===== config.mk =====
export PLATFORM = sky130hd
export DESIGN_NAME = seq_pattern_tx
export DESIGN_NICKNAME = d
export VERILOG_FILES = /design/src/rtl/seq_pattern_pkg.sv /design/src/rtl/seq_pattern_tx.sv
export SDC_FILE = /design/constraint.sdc
export NUM_CORES = 1
export LEC_CHECK = 0
export ABC_CLOCK_PERIOD_IN_PS = 1780
export BUFFER_PORTS_ARGS = -buffer_cell sky130_fd_sc_hd__buf_4
export CAP_MARGIN = 0
export CORE_ASPECT_RATIO = 0.75
export CORE_MARGIN = 10
export CORE_UTILIZATION = 48
export CTS_CLUSTER_DIAMETER = 30
export DETAILED_ROUTE_END_ITERATION = 10
export GPL_ROUTABILITY_DRIVEN = 0
export PLACE_DENSITY = 0.71
export SYNTH_ARGS = -nofsm -noshare
export SYNTH_HDL_FRONTEND = slang
export SYNTH_SLANG_ARGS = --single-unit

===== constraint.sdc =====
create_clock -name clk -period 1.78 [get_ports clk]
set_clock_uncertainty 0.15 [all_clocks]
set_input_delay 0.089 -clock clk [delete_from_list [all_inputs] [get_ports clk]]
set_output_delay 0.089 -clock clk [all_outputs]
set_load 0.05 [all_outputs]

===== src/rtl/seq_pattern_pkg.sv =====
// Shared types and constants for the serial pattern transmitter and the
// sequence-detector tests that consume its stream.
package seq_pattern_pkg;

  localparam int unsigned DEF_WIDTH = 16;
  localparam int unsigned DEF_LEN_W = 5;
  localparam int unsigned DEF_REP_W = 4;

  // Target sequence of the downstream sequence detector
  localparam int unsigned    DET_LEN = 4;
  localparam logic [DET_LEN-1:0] DET_SEQ = 4'b1101;

  typedef enum logic [1:0] {
    ST_IDLE  = 2'd0,
    ST_SHIFT = 2'd1,
    ST_DONE  = 2'd2
  } state_e;

endpackage


===== src/rtl/seq_pattern_tx.sv =====
// Serial pattern transmitter: accepts a parallel frame and shifts it out
// MSB-first, repeated back-to-back, one bit per clock.
module seq_pattern_tx
  import seq_pattern_pkg::*;
#(
  parameter int unsigned WIDTH = DEF_WIDTH,
  parameter int unsigned LEN_W = DEF_LEN_W,
  parameter int unsigned REP_W = DEF_REP_W
) (
  input  logic             clk,
  input  logic             rst,
  input  logic             load_valid,
  output logic             load_ready,
  input  logic [WIDTH-1:0] load_data,
  input  logic [LEN_W-1:0] load_len,
  input  logic [REP_W-1:0] load_reps,
  input  logic             abort,
  output logic             out,
  output logic             out_valid,
  output logic             busy,
  output logic             done,
  output logic             err
);

  localparam int unsigned IDX_W = $clog2(WIDTH);

  state_e             state_q, state_d;
  logic [WIDTH-1:0]   data_q, data_d;
  logic [LEN_W-1:0]   len_q, len_d;
  logic [IDX_W-1:0]   bit_idx_q, bit_idx_d;
  logic [REP_W-1:0]   rep_cnt_q, rep_cnt_d;
  logic               out_q, out_d;
  logic               out_valid_q, out_valid_d;
  logic               busy_q, busy_d;
  logic               done_q, done_d;
  logic               err_q, err_d;
  logic               load_ready_q, load_ready_d;

  logic               accept;
  logic               len_ok;

  // Next-state, counters and registered-output decode
  always_comb begin
    state_d      = state_q;
    data_d       = data_q;
    len_d        = len_q;
    bit_idx_d    = bit_idx_q;
    rep_cnt_d    = rep_cnt_q;
    out_d        = 1'b0;
    out_valid_d  = 1'b0;
    busy_d       = 1'b0;
    done_d       = 1'b0;
    err_d        = 1'b0;
    load_ready_d = 1'b0;

    accept = load_valid && load_ready_q;
    len_ok = (load_len != '0) && (load_len <= LEN_W'(WIDTH));

    case (state_q)
      ST_IDLE: begin
        if (accept && len_ok) begin
          data_d    = load_data;
          len_d     = load_len;
          bit_idx_d = IDX_W'(load_len - 1'b1);
          rep_cnt_d = load_reps;
          state_d   = ST_SHIFT;
        end
        err_d = accept && !len_ok;
      end
      ST_SHIFT: begin
        out_valid_d = !abort;
        out_d       = !abort && data_q[bit_idx_q];
        if (abort) begin
          state_d = ST_IDLE;
        end else if (bit_idx_q != '0) begin
          bit_idx_d = bit_idx_q - 1'b1;
        end else if (rep_cnt_q != '0) begin
          rep_cnt_d = rep_cnt_q - 1'b1;
          bit_idx_d = IDX_W'(len_q - 1'b1);
        end else begin
          state_d = ST_DONE;
        end
      end
      ST_DONE: begin
        done_d  = 1'b1;
        state_d = ST_IDLE;
      end
      default: state_d = ST_IDLE;
    endcase

    busy_d = out_valid_d || (state_q == ST_DONE);
    // Ready only once the FSM has sat in IDLE for a full cycle
    load_ready_d = (state_q == ST_IDLE) && (state_d == ST_IDLE);
  end

  always_ff @(posedge clk or negedge rst) begin
    if (!rst) begin
      state_q      <= ST_IDLE;
      data_q       <= '0;
      len_q        <= '0;
      bit_idx_q    <= '0;
      rep_cnt_q    <= '0;
      out_q        <= 1'b0;
      out_valid_q  <= 1'b0;
      busy_q       <= 1'b0;
      done_q       <= 1'b0;
      err_q        <= 1'b0;
      load_ready_q <= 1'b1;
    end else begin
      state_q      <= state_d;
      data_q       <= data_d;
      len_q        <= len_d;
      bit_idx_q    <= bit_idx_d;
      rep_cnt_q    <= rep_cnt_d;
      out_q        <= out_d;
      out_valid_q  <= out_valid_d;
      busy_q       <= busy_d;
      done_q       <= done_d;
      err_q        <= err_d;
      load_ready_q <= load_ready_d;
    end
  end

  assign out        = out_q;
  assign out_valid  = out_valid_q;
  assign busy       = busy_q;
  assign done       = done_q;
  assign err        = err_q;
  assign load_ready = load_ready_q;

endmodule

==> results.yml, run 1 <==
setup_path:
  path_cells: "buf_4 > nor4b_2 > or3_1 > o21ai_2 > ha_4 > xor2_1 > o21ai_1"
  arrival_ns: 2.04
  crit_required_ns: 1.85
  path_delay_family: "simple AND/OR/NAND/NOR gates"
  start_kind: "flop"
  path_max_fanout: 4
  path_class: "flop to flop"
  path_buf_inv: 1
  endpoint_kind: "flop"
  slowest_delay_ns: 0.46
  cp_slowest_cell: "dfrtp_2"
layout:
  final_cell_area_um2: 2750
  syn_to_final_growth_pct: 59.8
  num_antenna_cells: 0
  nFillCells: 172
  layout.nets: 258
  final_layout_size_suffix_gt1_share_pct: 58.3
  fin_cells: 268
  fin_util_pct: 81.9
run_status:
  status: "finished, violations left"
  violations: "negative setup slack"
grt:
  overflow: 0
  use_met3_pct: 4.52
  grt_pass1_wl_um: 7470
  grt_max_degree: 37
  grt_usage_pct: 15.0
  busiest_layer: "met2"
  grtUsageMet1_pct: 18.4
  antenna_found_initial: 0
  grt.met2_usage_pct: 24.1
  grt_pass1_vias: 1549
sta:
  rsz0062_at_grt: "yes"
  finalCritPeriodShare_pct: 111
  setup_slack_ns: -0.189
  setup_violations: 9
  fmax_mhz: 508
  tightestPinTransition_ns: 0.447
  fin_crit_ns: 1.97
  slew_violations: 0
  slew_headroom_pct: 70.2
  finalHoldViolCount: 0
routing:
  first_pass_iters: 4
  vias_per_cell: 5.46
  post-route-drc-count: 0
  ant_nets: 0
  dr.first_iter.drc_count: 81
  wl_per_cell_um: 18.2
  routed_wl_um: 4870
  vias: 1462
logic_synthesis:
  yosys-top-cells-area: "dfrtp_1 51%, mux2_2 12%, mux4_1 4.6%"
  ys_warn_count: 0
  yosysSeqAreaShare_pct: 52.5
  ys_seq_elements: 36
  yosys.area.top_type: "dfrtp_1"
  synthesis.nets: 164
  synth.cell_area_um2: 1720
  synthCells: 133
  syn_area_per_cell_um2: 12.9
  synth_cell_types: 43
  synth_top_area_share_pct: 50.9
  synth_flop_cell: "dfrtp_1"
  async_flop_share_pct: 100
  synth_edf_count: 0
clock_network:
  cts_root_buf: "clkbuf_8"
  cts-htree-levels: 2
  cts_max_path_buffers: 2
  cts_tree: "yes"
  cts.sinks: 36
  clkTransAtPathRegs_ns: 0.07
  insertion_delay_ns: 0.30
  numCtsBuffers: 5
die:
  die_x_um: 89.1
  core_um2: 3360
  rows: 18
  initial_core_util_pct: 51.2
  ios: 35
  die_area_um2: 6400
  die_h_um: 71.8
place:
  port-buffer-count: 34
  hpwl_um: 2930
  post-place-cells: 227
  place_area_um2: 2230
power_and_ir_drop:
  leakagePower_nw: 1.26
  intPower_mw: 2.59
  vdd_drop_max_mv: 0.879
  powerDensity_nw_per_um2: 1440
  p_clk_share_pct: 15.4
  sw_frac_of_total_pct: 34.5
  power_switching_mw: 1.37
  power_frac_comb_pct: 47.8
  seqPwrFrac_pct: 36.8
min_path:
  hold_class: "input port to flop"
run:
  cap_violations: 0
==> cells by family (layout without fill, tap and decap cells) <==
family | count (synthesis) | after routing | share of synthesized area, %
fa+ha+maj | 2 | 2 | 1.46
mux | 27 | 27 | 21.5
buf+inv | 10 | 105 | 3.13
simple gates | 30 | 30 | 9.24
flops | 36 | 36 | 52.5
compound gates | 26 | 26 | 11.1
xor+xnor | 2 | 2 | 1.02
==> stage by stage <==
stage | power (mW) | hold slack [ns] | setup TNS, ns | worst slack (ns)
final | 3.96 | 0.0893 | -1.01 | -0.189
after global routing | 4.18 | 0.103 | -1.71 | -0.315
after CTS | 3.72 | 0.0295 | -0.574 | -0.108
after detailed placement | 2.94 | -0.0767 | -1.12 | -0.206
after global placement | 2.88 | -0.0925 | -0.676 | -0.141
after floorplan | 2.41 | -0.357 | -1.89 | -0.110
==> synthesized netlist by cell type (3+ instances only) <==
| cell type | n |
|---|---|
| dfrtp_1 | 35 |
| mux2_2 | 19 |
| nand2_1 | 6 |
| o21ai_0 | 6 |
| nor2_1 | 5 |
| a21oi_1 | 4 |
| inv_1 | 4 |
| nor3_1 | 4 |
| mux4_1 | 3 |
| nor2b_1 | 3 |
==> state kept, by name, summed over array words and instances (netlist names) <==
register,count
bit_idx_q,4
out,1
data_q,16
rep_cnt_q,4
busy,1
state_q,2
done,1
load_ready,1
out_valid,1
len_q,4
err,1
==> per-layer routing <==
layer | part of all wire (%) | wire length [um]
met1 | 42 | 2030
met2 | 49 | 2390
met3 | 7.5 | 363
met4 | 1.9 | 91
met5 | 0 | 0
==> final cells by class <==
type	count	area (um^2)	share of cell area, %
tap	40	50.0	1.82
inverter	4	15.0	0.546
timing repair buffer	93	781	28.4
multi-input combinational	87	902	32.8
clock inverter	1	7.51	0.273
clock buffer	7	86.3	3.14
sequential	36	906	33.0
==> worst reg2reg max path, cell delays in order (launching register included) <==
cell	delay, ns
dfrtp_2	0.46
buf_4	0.18
nor4b_2	0.33
or3_1	0.19
o21ai_2	0.10
ha_4	0.17
xor2_1	0.16
o21ai_1	0.14
==> power by group through the flow <==
stage / combinational [mW] / sequential [mW] / clock [mW]
final: 1.89 / 1.46 / 0.609
after floorplan: 0.969 / 1.44 / 0
after detailed placement: 1.49 / 1.45 / 0
after global placement: 1.43 / 1.44 / 0
after global routing: 2.03 / 1.49 / 0.659
after CTS: 1.68 / 1.42 / 0.625
==> final timing paths <==
kind,cells past startpoint,start,slack (ns),end
min in group asynchronous,2,rst,0.13,data_q[9]
worst max-delay path,7,bit_idx_q[3],-0.19,bit_idx_q[2]
max in group asynchronous,2,rst,1.01,bit_idx_q[2]
worst min register to register,1,state_q[0],0.33,load_ready
worst max register to register,7,bit_idx_q[3],-0.19,bit_idx_q[2]
worst min-delay path,4,load_reps[2],0.09,rep_cnt_q[2]
==> repair_timing <==
item,4_1_cts,5_1_grt
setup buffers,4,4
hold buffers,25,0
hold endpoints to repair,60,0
resized for setup,11,22
setup endpoints to repair,10,30
pin swaps,6,4
==> cell usage in the layout, fill, tap and decap left out, drive strengths merged, types with 3 or more instances in the layout <==
master | Yosys | routed
a21oi | 4 | 4
nand2 | 7 | 7
dfrtp | 35 | 35
nor3 | 4 | 4
mux2 | 21 | 21
inv | 4 | 4
buf | 4 | 68
clkbuf | 2 | 7
o21ai | 8 | 8
nor2 | 5 | 5
dlygate4sd3 | 0 | 25
mux4 | 5 | 5
nor2b | 3 | 3
Note: power is estimated with default switching activity, not from simulation.
==> inputs of run 2 (changes only) <==
Settings changed: CORE_ASPECT_RATIO 0.75 to 0.6.
==> results.yml, run 2 (synthesis gave the netlist of run 1 again) <==
layout:
  nFillCells: 146
  largest_register_ffs: 16
  syn_to_final_growth_pct: 65.8
  final_common_cell: "buf_4"
  fin_util_pct: 85.3
  top_register: "data_q"
  fin_cells: 274
  regArea_um2: 905
  final_layout_size_suffix_gt1_share_pct: 61.4
  final_cell_area_um2: 2850
  multi_input_area_um2: 940
  mostFrequentLayoutCells: "58 x buf_4, 33 x dfrtp_1, 25 x dlygate4sd3_1"
  layout.nets: 258
routing:
  vias_per_cell: 5.92
  dr.first_iter.drc_count: 123
  routed_wl_um: 6340
  ant_nets: 0
  wl_per_cell_um: 23.1
  vias: 1622
  first_pass_iters: 4
  post-route-drc-count: 0
run_status:
  status: "finished, violations left"
  violations: "negative setup slack"
power_and_ir_drop:
  power_frac_comb_pct: 48.4
  seqPwrFrac_pct: 34.8
  vdd_drop_max_mv: 1.00
  sw_frac_of_total_pct: 36.5
  intPower_mw: 2.77
  leakagePower_nw: 1.29
  power_mw: 4.36
  power_switching_mw: 1.59
  powerDensity_nw_per_um2: 1530
  p_clk_share_pct: 16.8
setup_path:
  endpoint_kind: "flop"
  crit_required_ns: 1.81
  arrival_ns: 2.02
  ff2ff_path_depth: 6
  start_kind: "flop"
  path_max_fanout: 4
  path_class: "flop to flop"
sta:
  finalHoldViolCount: 0
  finalCritPeriodShare_pct: 112
  fin_setup_tns_ns: -1.59
  tightestPinTransition_ns: 0.457
  slew_violations: 0
  rsz0062_at_grt: "yes"
  timing.hold.ws_ns: 0.0359
  slew_headroom_pct: 69.5
  setup_slack_ns: -0.211
  fin_crit_ns: 1.99
  fmax_mhz: 502
  setup_violations: 10
die:
  die_h_um: 66.4
  ios: 35
  die_x_um: 97.3
  rows: 16
  die_area_um2: 6450
  core_um2: 3340
  initial_core_util_pct: 51.4
run:
  cap_violations: 0
grt:
  grt_pass1_wl_um: 8320
  grt_max_degree: 37
  grt_usage_pct: 16.2
  overflow: 0
  grt_pass1_vias: 1609
  antenna_found_initial: 1
clock_network:
  cts_max_path_buffers: 2
  cts_root_buf: "clkbuf_8"
  cts-htree-levels: 2
  cts_tree: "yes"
  insertion_delay_ns: 0.30
  clkTransAtPathRegs_ns: 0.08
  cts.sinks: 36
  numCtsBuffers: 5
place:
  pre_cts_slack_ns: -0.232
  port-buffer-count: 34
  place_area_um2: 2220
  post-place-cells: 230
  hpwl_um: 3290
min_path:
  hold_depth: 4
  hold_class: "input port to flop"
-- run 2: path summary, 6_finish.rpt --
path	from	slack (ns)	end
worst max register to register	bit_idx_q[0]	-0.21	bit_idx_q[3]
worst min-delay path	load_valid	0.04	err
min in group asynchronous	rst	0.13	data_q[4]
max in group asynchronous	rst	0.99	load_ready
worst max-delay path	bit_idx_q[0]	-0.21	bit_idx_q[3]
worst min register to register	len_q[0]	0.38	len_q[0]
-- run 2: power groups by stage --
stage,sequential [mW],combinational (mW),clock [mW]
final,1.52,2.11,0.732
after floorplan,1.44,0.969,0
after global routing,1.55,2.21,0.776
after global placement,1.43,1.43,0
after CTS,1.43,1.75,0.733
after detailed placement,1.44,1.53,0
-- run 2: per-layer routing --
layer / global-route usage (%) / part of all wire, % / vias to the layer above / wire length, um
met4: 3.79 / 4.1 / 0 / 257
met5: 0 / 0 / - / 0
met2: 26.3 / 48 / 106 / 3050
met1: 19.5 / 37 / 809 / 2340
met3: 7.10 / 11 / 32 / 694
li1: - / - / 675 / -
-- run 2: what timing repair did --
item,4_1_cts,5_1_grt
hold endpoints to repair,60,0
hold buffers,25,0
gates resized for setup,19,27
setup buffers,5,6
cloned,0,1
setup endpoints to repair,10,30
pin swaps,4,11
-- run 2: final cells by class --
class	count	area share [%]
antenna	1	0.0878
multi-input combinational	87	33.0
tap	45	1.98
clock buffer	5	2.41
timing repair buffer	93	28.8
clock inverter	3	1.49
sequential	36	31.7
inverter	4	0.527
-- run 2: worst max-delay path, stage by stage, from the launching register on --
cell,delay [ns]
dfrtp_2,0.46
buf_6,0.15
nor4_4,0.35
a211oi_2,0.12
o21bai_4,0.21
a41o_1,0.25
o22a_1,0.18
==> inputs of run 3 (changes only) <==
Settings changed: CELL_PAD_IN_SITES_DETAIL_PLACEMENT from default to 1, CELL_PAD_IN_SITES_GLOBAL_PLACEMENT from default to 1, CORE_UTILIZATION 48 to 39, PLACE_DENSITY 0.71 to 0.72, RECOVER_POWER from default to 50.
==> results.yml, run 3 (synthesis gave the netlist of run 1 again) <==
run_status:
  status: "finished, violations left"
  violations: "negative setup slack"
die:
  core_um2: 4190
  die_x_um: 106
  rows: 18
  die_area_um2: 7550
  initial_core_util_pct: 41.0
  die_h_um: 71.4
  ios: 35
clock_network:
  cts_max_path_buffers: 2
  clkTransAtPathRegs_ns: 0.09
  numCtsBuffers: 5
  insertion_delay_ns: 0.31
  cts_tree: "yes"
  cts_root_buf: "clkbuf_8"
  cts.sinks: 36
  cts-htree-levels: 2
routing:
  vias_per_cell: 5.46
  wl_per_cell_um: 26.5
  ant_nets: 0
  first_pass_iters: 4
  post-route-drc-count: 0
  dr.first_iter.drc_count: 73
  routed_wl_um: 7710
  vias: 1590
layout:
  nFillCells: 427
  largest_register_ffs: 16
  final_common_cell: "buf_4"
  top_register: "data_q"
  fin_cells: 291
  mostFrequentLayoutCells: "62 x buf_4, 31 x dfrtp_1, 24 x dlygate4sd3_1"
  fin_util_pct: 68.5
  syn_to_final_growth_pct: 66.9
  final_cell_area_um2: 2870
  final_layout_size_suffix_gt1_share_pct: 62.6
  layout.nets: 260
grt:
  grt_usage_pct: 18.3
  antenna_found_initial: 1
  grt_max_degree: 37
  grt_pass1_wl_um: 10800
  overflow: 0
  grt_pass1_vias: 1853
setup_path:
  endpoint_kind: "flop"
  path_buf_inv: 3
  path_cells: "buf_6 > buf_4 > nor3_2 > a211o_1 > o21ai_0 > buf_4 > xor2_1 > o21ai_1"
  start_kind: "flop"
  path_max_fanout: 5
  arrival_ns: 2.06
  path_delay_family: "flip-flops"
  path_class: "flop to flop"
  crit_required_ns: 1.83
  ff2ff_path_depth: 8
  r2r-end: "bit_idx_q[2]"
  cp_common_cell: "buf_4"
  ff2ff_setup_slack_ns: -0.23
  worstReg2RegStart: "bit_idx_q[0]"
  cp_slowest_cell: "dfrtp_2"
  slowest_delay_ns: 0.46
sta:
  fmax_mhz: 496
  setup_slack_ns: -0.234
  tightestPinTransition_ns: 0.935
  slew_headroom_pct: 37.7
  rsz0062_at_grt: "yes"
  finalCritPeriodShare_pct: 113
  finalHoldViolCount: 0
  slew_violations: 0
  fin_crit_ns: 2.01
  setup_violations: 11
  timing.hold.ws_ns: 0.0948
min_path:
  hold_end: "rep_cnt_q[0]"
  hp-start: "load_reps[0]"
  hold_class: "input port to flop"
  hold_depth: 4
place:
  post-place-cells: 247
  hpwl_um: 3690
  port-buffer-count: 34
  place_area_um2: 2260
run:
  cap_violations: 0
power_and_ir_drop:
  powerDensity_nw_per_um2: 1550
  leakagePower_nw: 1.30
  vdd_drop_max_mv: 0.881
[run 3: cell count changes in the layout (fill, tap and decap cells not counted), sizes merged]
cell,delta
buf,+3
clkbuf,+2
bufinv,-1
clkinv,-1
dlygate4sd3,-1
[run 3: report_power, final]
part	internal, mW	switching [mW]	total, mW	leakage (nW)
clock network	0.316	0.359	0.674	0.0445
logic	1.23	1.02	2.25	0.824
registers	1.18	0.335	1.52	0.432
[run 3: worst max path at each step]
| stage | to | slack [ns] | from | cells after the start |
|---|---|---|---|---|
| 5_1_grt | bit_idx_q[3] | -0.30 | bit_idx_q[0] | 8 |
| 2_1_floorplan | data_q[0] | -0.11 | load_ready | 5 |
| 6_report | bit_idx_q[2] | -0.23 | bit_idx_q[0] | 8 |
| 3_3_place_gp | rep_cnt_q[1] | -0.16 | bit_idx_q[0] | 5 |
| 3_5_place_dp | rep_cnt_q[1] | -0.23 | bit_idx_q[0] | 5 |
| 4_1_cts | out | -0.14 | bit_idx_q[0] | 4 |
[run 3: final cells by class]
| class | count | area (um^2) | share of cell area, % |
|---|---|---|---|
| antenna | 1 | 2.50 | 0.0872 |
| clock buffer | 7 | 86.3 | 3.01 |
| clock inverter | 1 | 7.51 | 0.262 |
| inverter | 4 | 15.0 | 0.523 |
| multi-input combinational | 87 | 948 | 33.1 |
| sequential | 36 | 907 | 31.6 |
| tap | 60 | 75.1 | 2.62 |
| timing repair buffer | 95 | 827 | 28.8 |
[run 3: per-layer routing]
layer	GRT usage [%]	wire, um
met3	6.34	525
met5	0	0
met4	6.73	345
met1	21.4	3060
met2	30.9	3780
[run 3: per-stage QoR]
step | setup TNS, ns | total power, mW | setup WS, ns
2_1_floorplan | -1.89 | 2.41 | -0.110
3_3_place_gp | -1.42 | 2.91 | -0.159
3_5_place_dp | -1.89 | 3.02 | -0.227
4_1_cts | -0.616 | 3.93 | -0.137
5_1_grt | -2.24 | 4.63 | -0.303
6_report | -1.75 | 4.44 | -0.234
[run 3: timing repair]
item,in CTS,in global routing
setup endpoints to repair,30,11
resized for setup,23,24
cloned,0,0
hold endpoints to repair,59,0
pin swaps,4,3
hold buffers,24,0
setup buffers,7,4
[run 3: worst reg2reg max path, cell delays in order, from the launching register on]
cell and delay [ns]:
dfrtp_2 0.46, buf_6 0.15, buf_4 0.13, nor3_2 0.18, a211o_1 0.18, o21ai_0 0.14, buf_4 0.18, xor2_1 0.22
o21ai_1 0.10
